==> config.mk <==
export PLATFORM = sky130hd
export DESIGN_NAME = multicycle_control_fsm
export DESIGN_NICKNAME = d
export VERILOG_FILES = /design/src/rtl/riscv_ctrl_pkg.sv /design/src/rtl/imm_src_decoder.sv /design/src/rtl/multicycle_control_fsm.sv
export SDC_FILE = /design/constraint.sdc
export NUM_CORES = 1
export LEC_CHECK = 0
export BUFFER_PORTS_ARGS = -buffer_cell sky130_fd_sc_hd__buf_2
export CORE_MARGIN = 2
export CORE_UTILIZATION = 35
export DETAILED_ROUTE_END_ITERATION = 10
export GPL_TIMING_DRIVEN = 0
export HOLD_SLACK_MARGIN = 0.02
export PLACE_DENSITY = 0.77
export SYNTH_ARGS = -nofsm -noshare
export SYNTH_HDL_FRONTEND = slang
export SYNTH_SLANG_ARGS = --single-unit
==> constraint.sdc <==
create_clock -name clk -period 1.3 [get_ports clk]
set_input_delay 0.13 -clock clk [delete_from_list [all_inputs] [get_ports clk]]
set_output_delay 0.13 -clock clk [all_outputs]
set_load 0.01 [all_outputs]
==> src/rtl/riscv_ctrl_pkg.sv <==
// Shared encodings for the multicycle RISC-V control path: state codes,
// opcodes, ALU operation codes and datapath select values.
package riscv_ctrl_pkg;

    localparam logic [3:0] S_FETCH    = 4'd0;
    localparam logic [3:0] S_DECODE   = 4'd1;
    localparam logic [3:0] S_MEMADR   = 4'd2;
    localparam logic [3:0] S_MEMREAD  = 4'd3;
    localparam logic [3:0] S_MEMWB    = 4'd4;
    localparam logic [3:0] S_MEMWRITE = 4'd5;
    localparam logic [3:0] S_EXECR    = 4'd6;
    localparam logic [3:0] S_EXECI    = 4'd7;
    localparam logic [3:0] S_ALUWB    = 4'd8;
    localparam logic [3:0] S_BRANCH   = 4'd9;
    localparam logic [3:0] S_JAL      = 4'd10;
    localparam logic [3:0] S_TRAP     = 4'd15;

    localparam logic [6:0] OP_LOAD   = 7'b0000011;
    localparam logic [6:0] OP_STORE  = 7'b0100011;
    localparam logic [6:0] OP_RTYPE  = 7'b0110011;
    localparam logic [6:0] OP_ITYPE  = 7'b0010011;
    localparam logic [6:0] OP_BRANCH = 7'b1100011;
    localparam logic [6:0] OP_JAL    = 7'b1101111;

    localparam logic [1:0] ALUOP_ADD   = 2'b00;
    localparam logic [1:0] ALUOP_SUB   = 2'b01;
    localparam logic [1:0] ALUOP_FUNCT = 2'b10;

    localparam logic [1:0] SRCA_PC    = 2'b00;
    localparam logic [1:0] SRCA_OLDPC = 2'b01;
    localparam logic [1:0] SRCA_RS1   = 2'b10;

    localparam logic [1:0] SRCB_RS2  = 2'b00;
    localparam logic [1:0] SRCB_IMM  = 2'b01;
    localparam logic [1:0] SRCB_FOUR = 2'b10;

    localparam logic [1:0] RES_ALUOUT    = 2'b00;
    localparam logic [1:0] RES_MEMDATA   = 2'b01;
    localparam logic [1:0] RES_ALURESULT = 2'b10;

    localparam logic [1:0] IMM_I = 2'b00;
    localparam logic [1:0] IMM_S = 2'b01;
    localparam logic [1:0] IMM_B = 2'b10;
    localparam logic [1:0] IMM_J = 2'b11;

    // Only beq (000) and bne (001) are implemented; others trap.
    function automatic logic is_supported_branch(input logic [2:0] funct3);
        return (funct3 == 3'b000) || (funct3 == 3'b001);
    endfunction

endpackage

==> src/rtl/imm_src_decoder.sv <==
// Opcode to immediate-format select; purely combinational, independent of state.
module imm_src_decoder
    import riscv_ctrl_pkg::*;
(
    input  logic [6:0] op,
    output logic [1:0] imm_src
);

    // NOTE: a default before the case keeps every path assigned, so no latch is inferred.
    always_comb begin
        imm_src = IMM_I;
        case (op)
            OP_STORE:  imm_src = IMM_S;
            OP_BRANCH: imm_src = IMM_B;
            OP_JAL:    imm_src = IMM_J;
            default:   imm_src = IMM_I;
        endcase
    end

endmodule

==> src/rtl/multicycle_control_fsm.sv <==
// Multicycle RISC-V main controller: Moore state decode plus the FETCH
// enables and the branch-resolved PCWrite, all enables gated by reset.
module multicycle_control_fsm
    import riscv_ctrl_pkg::*;
(
    input  logic       clk,
    input  logic       rst_n,
    input  logic [6:0] op,
    input  logic [2:0] funct3,
    input  logic       zero,
    input  logic       mem_ready,
    output logic       PCWrite,
    output logic       IRWrite,
    output logic       MemWrite,
    output logic       RegWrite,
    output logic       AdrSrc,
    output logic [1:0] ResultSrc,
    output logic [1:0] ALUSrcA,
    output logic [1:0] ALUSrcB,
    output logic [1:0] ALUOp,
    output logic [1:0] ImmSrc,
    output logic       illegal,
    output logic [3:0] state
);

    logic [3:0] r_state;
    logic [3:0] w_next_state;
    logic       w_pc_update;
    logic       w_branch;
    logic       w_ir_write;
    logic       w_mem_write;
    logic       w_reg_write;
    logic       w_illegal;

    // NOTE: state registers use non-blocking assignment so all flops update together.
    always_ff @(posedge clk or negedge rst_n) begin
        if (!rst_n) r_state <= S_FETCH;
        else        r_state <= w_next_state;
    end

    always_comb begin
        w_next_state = r_state;
        case (r_state)
            S_FETCH:    w_next_state = mem_ready ? S_DECODE : S_FETCH;
            S_DECODE: begin
                case (op)
                    OP_LOAD, OP_STORE: w_next_state = S_MEMADR;
                    OP_RTYPE:          w_next_state = S_EXECR;
                    OP_ITYPE:          w_next_state = S_EXECI;
                    OP_BRANCH:         w_next_state = is_supported_branch(funct3) ? S_BRANCH : S_TRAP;
                    OP_JAL:            w_next_state = S_JAL;
                    default:           w_next_state = S_TRAP;
                endcase
            end
            S_MEMADR:   w_next_state = (op == OP_LOAD) ? S_MEMREAD : S_MEMWRITE;
            S_MEMREAD:  w_next_state = mem_ready ? S_MEMWB : S_MEMREAD;
            S_MEMWB:    w_next_state = S_FETCH;
            S_MEMWRITE: w_next_state = mem_ready ? S_FETCH : S_MEMWRITE;
            S_EXECR,
            S_EXECI:    w_next_state = S_ALUWB;
            S_ALUWB:    w_next_state = S_FETCH;
            S_BRANCH:   w_next_state = S_FETCH;
            S_JAL:      w_next_state = S_ALUWB;
            S_TRAP:     w_next_state = S_TRAP;
            default:    w_next_state = S_TRAP;
        endcase
    end

    always_comb begin
        w_pc_update = 1'b0;
        w_branch    = 1'b0;
        w_ir_write  = 1'b0;
        w_mem_write = 1'b0;
        w_reg_write = 1'b0;
        w_illegal   = 1'b0;
        AdrSrc      = 1'b0;
        ResultSrc   = RES_ALUOUT;
        ALUSrcA     = SRCA_PC;
        ALUSrcB     = SRCB_RS2;
        ALUOp       = ALUOP_ADD;
        case (r_state)
            S_FETCH: begin
                ALUSrcB     = SRCB_FOUR;
                ResultSrc   = RES_ALURESULT;
                w_ir_write  = mem_ready;
                w_pc_update = mem_ready;
            end
            S_DECODE: begin
                ALUSrcA = SRCA_OLDPC;
                ALUSrcB = SRCB_IMM;
            end
            S_MEMADR: begin
                ALUSrcA = SRCA_RS1;
                ALUSrcB = SRCB_IMM;
            end
            S_MEMREAD: AdrSrc = 1'b1;
            S_MEMWB: begin
                ResultSrc   = RES_MEMDATA;
                w_reg_write = 1'b1;
            end
            S_MEMWRITE: begin
                AdrSrc      = 1'b1;
                w_mem_write = 1'b1;
            end
            S_EXECR: begin
                ALUSrcA = SRCA_RS1;
                ALUOp   = ALUOP_FUNCT;
            end
            S_EXECI: begin
                ALUSrcA = SRCA_RS1;
                ALUSrcB = SRCB_IMM;
                ALUOp   = ALUOP_FUNCT;
            end
            S_ALUWB: w_reg_write = 1'b1;
            S_BRANCH: begin
                ALUSrcA  = SRCA_RS1;
                ALUOp    = ALUOP_SUB;
                w_branch = 1'b1;
            end
            S_JAL: begin
                ALUSrcA     = SRCA_OLDPC;
                ALUSrcB     = SRCB_FOUR;
                w_pc_update = 1'b1;
            end
            S_TRAP:  w_illegal = 1'b1;
            default: w_illegal = 1'b1;
        endcase
    end

    // Gating with rst_n drops enables immediately, without waiting for a clock edge.
    assign PCWrite  = rst_n & (w_pc_update | (w_branch & (zero ^ funct3[0])));
    assign IRWrite  = rst_n & w_ir_write;
    assign MemWrite = rst_n & w_mem_write;
    assign RegWrite = rst_n & w_reg_write;
    assign illegal  = rst_n & w_illegal;
    assign state    = r_state;

    imm_src_decoder u_imm_src_decoder (
        .op      (op),
        .imm_src (ImmSrc)
    );

endmodule

==> metrics.md, run 1 <==
| Metric | Value |
|---|---|
| I/O Pins | `34` |
| Yosys top cell by area | `dfrtp_1` |
| Final net count | `155` |
| DR iter-0 viols | `9` |
| 1st-pass router iterations | `4` |
| Post-Syn Instances | `85` |
| PortBufs | `33` |
| Via/cell ratio | `5.39` |
| GRT Total Usage | `between 20% and 30%` |
| TritonCTS Buffers | `3` |
| Outcome | `finished, violations left` |
| Clk slew on worst S/H paths | `~0.040 ns` |
| Diodes inserted | `0` |
| Largest net degree at the start of global routing | `11` |
| Max capacitance violation total | `0` |
| CP cell instances | `buf_4 -> nand2b_4 -> o21ai_0 -> a31o_2 -> buf_6` |
| Hold Crit Class | `primary input to flip-flop` |
| Sw frac | `between 20% and 30%` |
| Syn_area_per_cell | `between 6 and 7 um2` |
| Pwr/cell area | `a little under 300 nW/um2` |
| Post-synthesis sequential area ratio | `between 10% and 20%` |
| Slew headroom | `between 70% and 80%` |
| Mapped Nets | `slightly below 100` |
| Yosys warning count | `0` |
| Worst Setup End Kind | `output port` |
| Failing checks | `setup timing` |
| Placement Setup Slack | `-0.247 ns` |
| Internal power | `about 0.00026 W` |
| P_sw | `between 0.00007 and 0.00008 W` |
| Synth area leaders | `dfrtp_1 17%, nor2_1 7.8%, o21ai_0 6.1%` |
| Die height | `around 45 um` |
| Die W | `~45 um` |
| Synth top cells by count | `12 x nor2_1, 7 x o21ai_0, 5 x nor2b_1, 5 x nor3_1` |
| CTS tree | `built` |
| Global-route wire length before repair | `about 3200 um` |
| Seq pwr share | `approximately 37%` |
| Via count of the first global-routing pass | `slightly below 800` |
| VDD IR max | `around 0.42 mV` |
| CTS sink count | `4` |
| Synth cell types | `33` |
| Worst setup margin | `-0.226 ns` |
| Post-route ant nets | `0` |
| DP HPWL | `1310 um` |
| Comb power frac | `between 10% and 20%` |
| Fin crit share | `117%` |
| Layout cells sized above 1 | `approximately 62%` |
| Placed Cells | `134` |
| Routed WL | `2330 um` |
| FF+latch count, synth | `4` |
| Post-synth EDFFs | `0` |
| Routability cong. | `0.793` |
| Die Footprint | `around 2000 um2` |
| Multi-input logic area | `~580 um2` |
| Crit path time final | `approximately 1.5 ns` |
| Max reg flops | `4` |
| FF+latch area | `~110 um2` |
| Top cell type's share of synthesized area | `17.3%` |
| Mapped Area | `between 500 and 600 um2` |
| Htree depth | `1` |
| Worst setup SP type | `flip-flop` |
| Clock network fraction of design power | `between 40% and 50%` |
| Grt ovf | `0` |
| Initial core utilization | `around 38%` |
| Cell with the most instances after synthesis | `nor2_1` |
| WP buf/inv | `2` |
| Worst Path Max Fanout | `5` |
| P_leak | `0.532 nW` |
| Final core utilization | `about three quarters` |
| Overall power | `~0.00034 W` |
| Worst endpoint data arrival time | `~1.4 ns` |
| Primary FF master, synth | `dfrtp_1` |
| Area delta synth->final | `97.0%` |
| FP Rows | `14` |
| Worst skew pair latency | `0.23 ns` |
| Core footprint | `between 1500 and 2000 um2` |
| Finished Layout Cells | `155` |
| CP required | `about 1.2 ns` |
| Initial antenna violation count | `0` |
| Max Slew Vio Count | `0` |
| Fillers | `about 110` |
| CTS Buffer Depth | `2` |
| Max incr delay on CP | `about 0.43 ns` |
| RSZ-0062 raised after global routing | `yes` |
| CTS root buffer | `clkbuf_4` |
| DR vias | `about 840` |
| CP Class | `flip-flop to output port` |
| Final setup fails | `16` |
| Final-report hold violation count | `0` |
| Final Skew | `0.00395 ns` |
| WHS | `0.281 ns` |
| Worst path slowest cell | `dfrtp_2` |
| Post-synth ARST share | `between 90% and 100%` |
| Fmax | `655 MHz` |
| Slew of the pin with the lowest slew margin | `roughly 0.37 ns` |
| Routed wire per std cell | `around 15 um` |
| DRC violations left | `0` |
| Cell family with most CP delay | `flip-flops` |
## kinds of logic (layout without fill, tap and decap cells)
kind of cell / after synthesis / count (layout) / synth area share, %
XOR/XNOR: 3 / 3 / 4.55
multiplexers: 1 / 1 / 1.95
flip-flops: 4 / 4 / 17.3
AND/OR/NAND/NOR: 47 / 47 / 44.8
AO/OA/AOI/OAI: 23 / 23 / 25.3
buffers and inverters: 7 / 61 / 6.06
## cells in the final DEF (no fill, tap or decap), types with 3 or more instances in the layout
cell type  netlist  layout
clkbuf_4         0       3
nor2_1          12       9
o21a_1           3       3
buf_6            0      14
nand2_1          4       3
nand2b_4         0       3
nor2b_1          5       3
and2_1           4       3
dfrtp_2          0       4
o21ai_1          0       4
a21oi_1          4       3
buf_2            1      29
buf_4            2      10
## repair_timing
| item | in CTS | in global routing |
|---|---|---|
| gates cloned | 0 | 0 |
| hold endpoints to repair | 4 | 0 |
| setup endpoints to repair | 16 | 18 |
| hold buffers | 1 | 0 |
| setup buffers | 14 | 4 |
| pin swaps | 3 | 5 |
| gates resized for setup | 36 | 18 |
## power groups by stage
stage	sequential, W	combinational, W	clock, W
after global routing	0.000125	0.0000737	0.000159
after global placement	0.000127	0.0000537	0
after floorplan	0.000127	0.0000201	0
final	0.000125	0.0000670	0.000146
after detailed placement	0.000127	0.0000561	0
after CTS	0.000125	0.0000624	0.000150
## path summary, 6_finish.rpt
path	end	depth (start not counted)	start	slack (ns)
hold reg to reg	state[2]$_DFF_PN0_	3	state[3]$_DFF_PN0_	0.75
min in group asynchronous	state[0]$_DFF_PN0_	2	rst_n	0.36
setup / recovery	PCWrite	5	state[0]$_DFF_PN0_	-0.23
hold / removal	state[1]$_DFF_PN0_	4	mem_ready	0.28
max in group asynchronous	state[3]$_DFF_PN0_	2	rst_n	0.75
setup reg to reg	state[0]$_DFF_PN0_	5	state[3]$_DFF_PN0_	-0.01
## per-stage QoR
step,setup TNS (ns),area (um2)
3_5_place_dp,-0.515,781
6_report,-1.76,1140
5_1_grt,-2.41,1140
3_3_place_gp,-0.352,781
4_1_cts,-1.43,1030
2_1_floorplan,-0.0450,596
## metal layers
metal | global-route usage, % | wire length (um) | up-vias | part of all wire (%)
met5 | 0 | 0 | - | 0
met4 | 5.45 | 51 | 0 | 2.2
met3 | 2.86 | 164 | 6 | 7.0
met2 | 41.4 | 1220 | 42 | 52
met1 | 24.2 | 890 | 374 | 38
li1 | - | - | 413 | -
## area by class of cell
class / count / area share [%]
multi-input combinational: 74 / 50.7
tap: 16 / 1.76
inverter: 2 / 0.659
timing repair buffer: 52 / 31.5
sequential: 4 / 9.23
buffer: 4 / 4.18
clock buffer: 3 / 1.98
## worst min-delay path, cell delays in order
cell,delay (ns)
buf_2,0.12
nor2_1,0.04
nor2_1,0.08
o22ai_1,0.09
Power figures use the tool's default switching activity.
==> run 2: changes to the inputs <==
- CTS_BUF_LIST: default -> sky130_fd_sc_hd__clkbuf_8
- REMOVE_ABC_BUFFERS: default -> 1
==> run 2 against run 1 <==
Net effect: the run still ends with setup timing left; global-route usage up 1.4 points; clock power is 86% higher; worst hold slack improved by 0.012 ns; final area up 5.3%; die area stayed put; non-clock buffer count rose by 2; via count up 4.9%; highest routed layer unchanged.
==> metrics.md, run 2 (synthesized netlist as in run 1, its figures left out) <==
| Metric | Value |
|---|---|
| Worst endpoint data arrival time | `1.39 ns (about the same)` |
| Pwr/cell area | `388 nW/um2 (+31%)` |
| Max capacitance violation total | `0 (unchanged)` |
| Final Skew | `0.00222 ns (-0.00173 ns)` |
| TritonCTS Buffers | `3 (unchanged)` |
| Area delta synth->final | `107%` |
| Die W | `44.6 um (unchanged)` |
| Commonest cells after routing, fill and taps aside | `30 x buf_2, 15 x buf_6, 11 x buf_4` |
| Worst skew pair latency | `0.22 ns (about the same)` |
| Slew of the pin with the lowest slew margin | `0.366 ns (-0.00407 ns)` |
| Htree depth | `1 (unchanged)` |
| Via count of the first global-routing pass | `804 (+2.4%)` |
| Die Footprint | `1990 um2 (unchanged)` |
| Fillers | `99 (-7.5%)` |
| Slew headroom | `75.5% (+0.27 points)` |
| Outcome | `finished, violations left` |
| I/O Pins | `34 (unchanged)` |
| P_leak | `0.569 nW (+7.0%)` |
| Multi-input logic area | `593 um2 (+2.8%)` |
| Placed Cells | `129 (-3.7%)` |
| FP Rows | `14 (unchanged)` |
| Placement Setup Slack | `-0.290 ns (-0.0433 ns)` |
| CTS root buffer | `clkbuf_8` |
| Comb power frac | `14.7% (-5.1 points)` |
| FF+latch area | `105 um2 (unchanged)` |
| CTS Buffer Depth | `2 (unchanged)` |
| Fin crit share | `117% (-0.40 points)` |
| Worst Setup End Kind | `output port` |
| Die height | `44.6 um (unchanged)` |
| Initial core utilization | `37.9% (unchanged)` |
| Internal power | `0.000356 W (+37%)` |
| Overall power | `0.000465 W (+37%)` |
| RSZ-0062 raised after global routing | `yes` |
| Sw frac | `23.3% (+0.53 points)` |
| Worst setup margin | `-0.221 ns (+0.00526 ns)` |
| PortBufs | `33 (unchanged)` |
| Worst setup SP type | `flip-flop` |
| DR vias | `876 (+4.9%)` |
| Routed wire per std cell | `17.0 um (+13%)` |
| DP HPWL | `1170 um (-11%)` |
| Crit path time final | `1.52 ns (-0.00526 ns)` |
| Via/cell ratio | `5.58 (+3.6%)` |
| 1st-pass router iterations | `4 (unchanged)` |
| Final-report hold violation count | `0 (unchanged)` |
| Final net count | `157 (+1.3%)` |
| Layout cells sized above 1 | `63.1% (+1.3 points)` |
| P_sw | `0.000109 W (+41%)` |
| VDD IR max | `0.396 mV (-5.0%)` |
| Routability cong. | `0.729 (-8.1%)` |
| Commonest non-fill, non-tap cell in the layout | `buf_2` |
| CP Class | `flip-flop to output port` |
| Routed WL | `2670 um (+15%)` |
| Post-route ant nets | `0 (unchanged)` |
| Max Slew Vio Count | `0 (unchanged)` |
| Finished Layout Cells | `157 (+1.3%)` |
| Clk slew on worst S/H paths | `0.03 ns (about the same)` |
| Max reg flops | `4 (unchanged)` |
| GRT Total Usage | `22.9% (+1.4 points)` |
| CP required | `1.17 ns (about the same)` |
| CTS sink count | `4 (unchanged)` |
| CTS tree | `built` |
| Largest net degree at the start of global routing | `15 (+4)` |
| DR iter-0 viols | `27 (+18)` |
| Final Cell Area | `1200 um2 (+5.3%)` |
| Diodes inserted | `0 (unchanged)` |
| DRC violations left | `0 (unchanged)` |
| Core footprint | `1520 um2 (unchanged)` |
| Hold Crit Class | `primary input to flip-flop` |
| Grt ovf | `0 (unchanged)` |
| Failing checks | `setup timing` |
| Clock network fraction of design power | `58.4% (+15 points)` |
| Final setup fails | `17 (+1)` |
| Initial antenna violation count | `0 (unchanged)` |
| Seq pwr share | `27.0% (-10 points)` |
| Worst Path Max Fanout | `4 (-1)` |
| Global-route wire length before repair | `3390 um (+5.6%)` |
| Fmax | `658 MHz (+0.35%)` |
| Post-DP Area | `736 um2 (-5.8%)` |
==> run 2: power by group through the flow <==
stage                     registers (W)   logic, W  clock network (W)
after floorplan                0.000127  0.0000199                  0
after detailed placement       0.000127  0.0000560                  0
after global routing           0.000125  0.0000736           0.000284
final                          0.000125  0.0000682           0.000271
after global placement         0.000127  0.0000531                  0
after CTS                      0.000125  0.0000637           0.000268
==> run 2: layer usage <==
metal	share of wire, %	global-route usage [%]	vias to the layer above
li1	-	-	418
met1	37	24.9	405
met2	53	43.8	45
met3	5.8	2.04	8
met4	4.4	10.3	0
met5	0	0	-
==> run 2: cell type report <==
cell class                      count  area share (%)
Clock buffer                        3            3.44
Timing Repair Buffer               58            36.0
Multi-Input combinational cell     74            49.5
Sequential cell                     4            8.77
Tap cell                           16            1.67
Inverter                            2           0.626
==> run 2: critical path, stage by stage (launching register included) <==
cell and delay, ns:
dfrtp_2 0.42, buf_6 0.14, nand2b_4 0.15, mux2_2 0.26
nor2_1 0.07, buf_2 0.13
==> run 2: through the flow <==
step                util [%]  hold slack (ns)  TNS (ns)
floorplan                  -           -0.166    -0.520
global placement        48.3          -0.0358     -1.53
detailed placement      48.3          -0.0306     -2.10
CTS                     66.4            0.274     -1.37
global route            78.7            0.328     -3.11
finish                  78.7            0.293     -2.35
==> run 2: final timing paths <==
kind	from	endpoint	slack, ns	cells after the start
max	state[1]$_DFF_PN0_	ALUSrcA[0]	-0.22	5
min	mem_ready	state[1]$_DFF_PN0_	0.29	4
max reg2reg	state[1]$_DFF_PN0_	state[0]$_DFF_PN0_	-0.16	7
min reg2reg	state[0]$_DFF_PN0_	state[0]$_DFF_PN0_	0.72	2
max in group asynchronous	rst_n	state[1]$_DFF_PN0_	0.73	2
min in group asynchronous	rst_n	state[3]$_DFF_PN0_	0.36	2
==> run 2: what timing repair did <==
action / 4_1_cts / 5_1_grt
gates resized for setup: 28 / 26
hold endpoints to repair: 4 / 0
endpoints found under the setup margin: 18 / 17
buffers inserted: 17 / 8
pin swaps: 9 / 8
hold buffers: 1 / 0
==> run 3: changes to the inputs <==
==> constraint.sdc (replaced) <==
create_clock -name clk -period 1.3 [get_ports clk]
set_input_delay 0.26 -clock clk [delete_from_list [all_inputs] [get_ports clk]]
set_output_delay 0.26 -clock clk [all_outputs]
set_load 0.01 [all_outputs]
==> run 3 against run 2 <==
Net effect: clock-buffer cell count stayed put; register-to-register slack worse by 0.02 ns; the run still ends with setup timing left; worst setup slack worse by 0.15 ns; combinational power is 30% higher; final area is 4.0% higher; highest routed layer unchanged; maximum frequency is 9.1% lower; die area stayed put; non-clock buffer count is 1 lower.
==> metrics.md, run 3 (synthesized netlist as in run 1, its figures left out) <==
| Metric | Value |
|---|---|
| Largest net degree at the start of global routing | `15 (unchanged)` |
| Finished Layout Cells | `156 (-0.64%)` |
| Crit path time final | `1.67 ns (+0.152 ns)` |
| Worst hold start | `mem_ready` |
| Core footprint | `1520 um2 (unchanged)` |
| Diodes inserted | `0 (unchanged)` |
| Worst Setup End Kind | `output port` |
| Final net count | `156 (-0.64%)` |
| I/O Pins | `34 (unchanged)` |
| Internal power | `0.000369 W (+3.6%)` |
| Die height | `44.6 um (unchanged)` |
| Seq pwr share | `25.6% (-1.4 points)` |
| Post-route ant nets | `0 (unchanged)` |
| Htree depth | `1 (unchanged)` |
| Worst endpoint data arrival time | `1.41 ns (+0.02 ns)` |
| Final-report hold violation count | `0 (unchanged)` |
| CTS root buffer | `clkbuf_8` |
| Grt ovf | `0 (unchanged)` |
| Routed wire per std cell | `16.6 um (-2.1%)` |
| Commonest cells after routing, fill and taps aside | `24 x buf_2, 19 x buf_6, 10 x buf_4` |
| Die Footprint | `1990 um2 (unchanged)` |
| Fmax | `598 MHz (-9.1%)` |
| 1st-pass router iterations | `4 (unchanged)` |
| Worst setup margin | `-0.373 ns (-0.152 ns)` |
| DR vias | `890 (+1.6%)` |
| Initial antenna violation count | `0 (unchanged)` |
| Reg2Reg Launch Point | `state[1]$_DFF_PN0_` |
| Via count of the first global-routing pass | `811 (+0.87%)` |
| Worst path slowest cell | `dfrtp_2` |
| Placed Cells | `129 (unchanged)` |
| Clk slew on worst S/H paths | `0.03 ns (about the same)` |
| Pwr/cell area | `392 nW/um2 (+1.1%)` |
| GRT Total Usage | `24.1% (+1.2 points)` |
| CP required | `1.04 ns (-0.13 ns)` |
| VDD IR max | `0.402 mV (+1.5%)` |
| Slew headroom | `82.3% (+6.9 points)` |
| Clock network fraction of design power | `56.2% (-2.2 points)` |
| Global-route wire length before repair | `3480 um (+2.4%)` |
| CP Class | `flip-flop to output port` |
| CTS Buffer Depth | `2 (unchanged)` |
| Hold Crit Class | `primary input to flip-flop` |
| Post-DP Area | `736 um2 (unchanged)` |
| DR iter-0 viols | `23 (-15%)` |
| Slew of the pin with the lowest slew margin | `0.264 ns (-0.102 ns)` |
| FP Rows | `14 (unchanged)` |
| Failing checks | `setup timing` |
| Cell family with most CP delay | `buffers and inverters` |
| CTS tree | `built` |
| Worst setup SP type | `flip-flop` |
| Fin crit share | `129% (+12 points)` |
| P_sw | `0.000120 W (+10%)` |
| Max incr delay on CP | `0.42 ns (about the same)` |
| Routed WL | `2600 um (-2.8%)` |
| Routability cong. | `0.729 (unchanged)` |
| Area delta synth->final | `116%` |
| Commonest non-fill, non-tap cell in the layout | `buf_2` |
| Worst skew pair latency | `0.22 ns (about the same)` |
| CP cell instances | `buf_12 -> buf_6 -> xor2_1 -> nor3_1 -> buf_2` |
| Fillers | `93 (-6.1%)` |
| RSZ-0062 raised after global routing | `yes` |
| DRC violations left | `0 (unchanged)` |
| Critical path origin | `state[1]$_DFF_PN0_` |
| CTS sink count | `4 (unchanged)` |
| TritonCTS Buffers | `3 (unchanged)` |
| Layout cells sized above 1 | `66.4% (+3.3 points)` |
| Sw frac | `24.5% (+1.1 points)` |
| PortBufs | `33 (unchanged)` |
| Via/cell ratio | `5.71 (+2.2%)` |
| Comb power frac | `18.2% (+3.5 points)` |
| Max Slew Vio Count | `0 (unchanged)` |
| Outcome | `finished, violations left` |
| Max reg flops | `4 (unchanged)` |
| Final Skew | `0.00309 ns (+0.000870 ns)` |
| Die W | `44.6 um (unchanged)` |
| P_leak | `0.576 nW (+1.3%)` |
| Final Cell Area | `1250 um2 (+4.0%)` |
| Initial core utilization | `37.9% (unchanged)` |
| Max capacitance violation total | `0 (unchanged)` |
| WP buf/inv | `3 (+1)` |
| Final setup fails | `18 (+1)` |
| Worst Path Max Fanout | `4 (unchanged)` |
| DP HPWL | `1170 um (unchanged)` |
run 3: repair_timing:
| item | 4_1_cts | 5_1_grt |
|---|---|---|
| gates resized for setup | 35 | 31 |
| buffers inserted | 20 | 5 |
| pin swaps | 12 | 8 |
| endpoints found under the hold margin | 4 | 0 |
| hold buffers | 1 | 0 |
| endpoints found under the setup margin | 23 | 19 |
run 3: path summary, 6_finish.rpt:
path,endpoint,slack [ns],cells past startpoint
min in group asynchronous,state[3]$_DFF_PN0_,0.49,2
max in group asynchronous,state[1]$_DFF_PN0_,0.61,2
min,state[1]$_DFF_PN0_,0.44,4
max,ALUSrcB[1],-0.37,5
min reg2reg,state[2]$_DFF_PN0_,0.77,3
max reg2reg,state[0]$_DFF_PN0_,-0.18,7
run 3: final cells by class:
cell class,instances,area [um2],share of cell area (%)
Clock buffer,3,41.3,3.31
Inverter,2,7.51,0.602
Multi-Input combinational cell,74,598,48.0
Sequential cell,4,105,8.43
Tap cell,16,20.0,1.61
Timing Repair Buffer,57,474,38.1
run 3: routing by layer:
| layer | track usage [%] | up-vias | wire length, um |
|---|---|---|---|
| li1 | - | 413 | - |
| met1 | 24.7 | 410 | 856 |
| met2 | 47.0 | 53 | 1470 |
| met3 | 2.04 | 14 | 152 |
| met4 | 12.7 | 0 | 122 |
| met5 | 0 | - | 0 |
run 3: metrics by stage:
step	hold slack, ns	worst slack, ns	TNS, ns	total power, W	util [%]
after floorplan	-0.0356	-0.376	-1.52	0.000147	-
after global placement	0.0942	-0.425	-3.50	0.000180	48.3
final	0.442	-0.373	-3.99	0.000489	81.8
after global routing	0.462	-0.401	-4.83	0.000503	81.8
after CTS	0.404	-0.333	-3.27	0.000465	70.8
after detailed placement	0.0994	-0.420	-4.19	0.000183	48.3
run 3: tightest hold or removal path: stages:
cell	delay, ns
buf_2	0.13
nor2_1	0.05
nor2_1	0.11
o22ai_2	0.08
run 3: power groups by stage:
| stage | Clock [W] | Sequential, W | Combinational [W] |
|---|---|---|---|
| finish | 0.000274 | 0.000125 | 0.0000890 |
| global route | 0.000283 | 0.000125 | 0.0000946 |
| detailed placement | 0 | 0.000127 | 0.0000560 |
| floorplan | 0 | 0.000127 | 0.0000199 |
| global placement | 0 | 0.000127 | 0.0000531 |
| CTS | 0.000268 | 0.000125 | 0.0000716 |
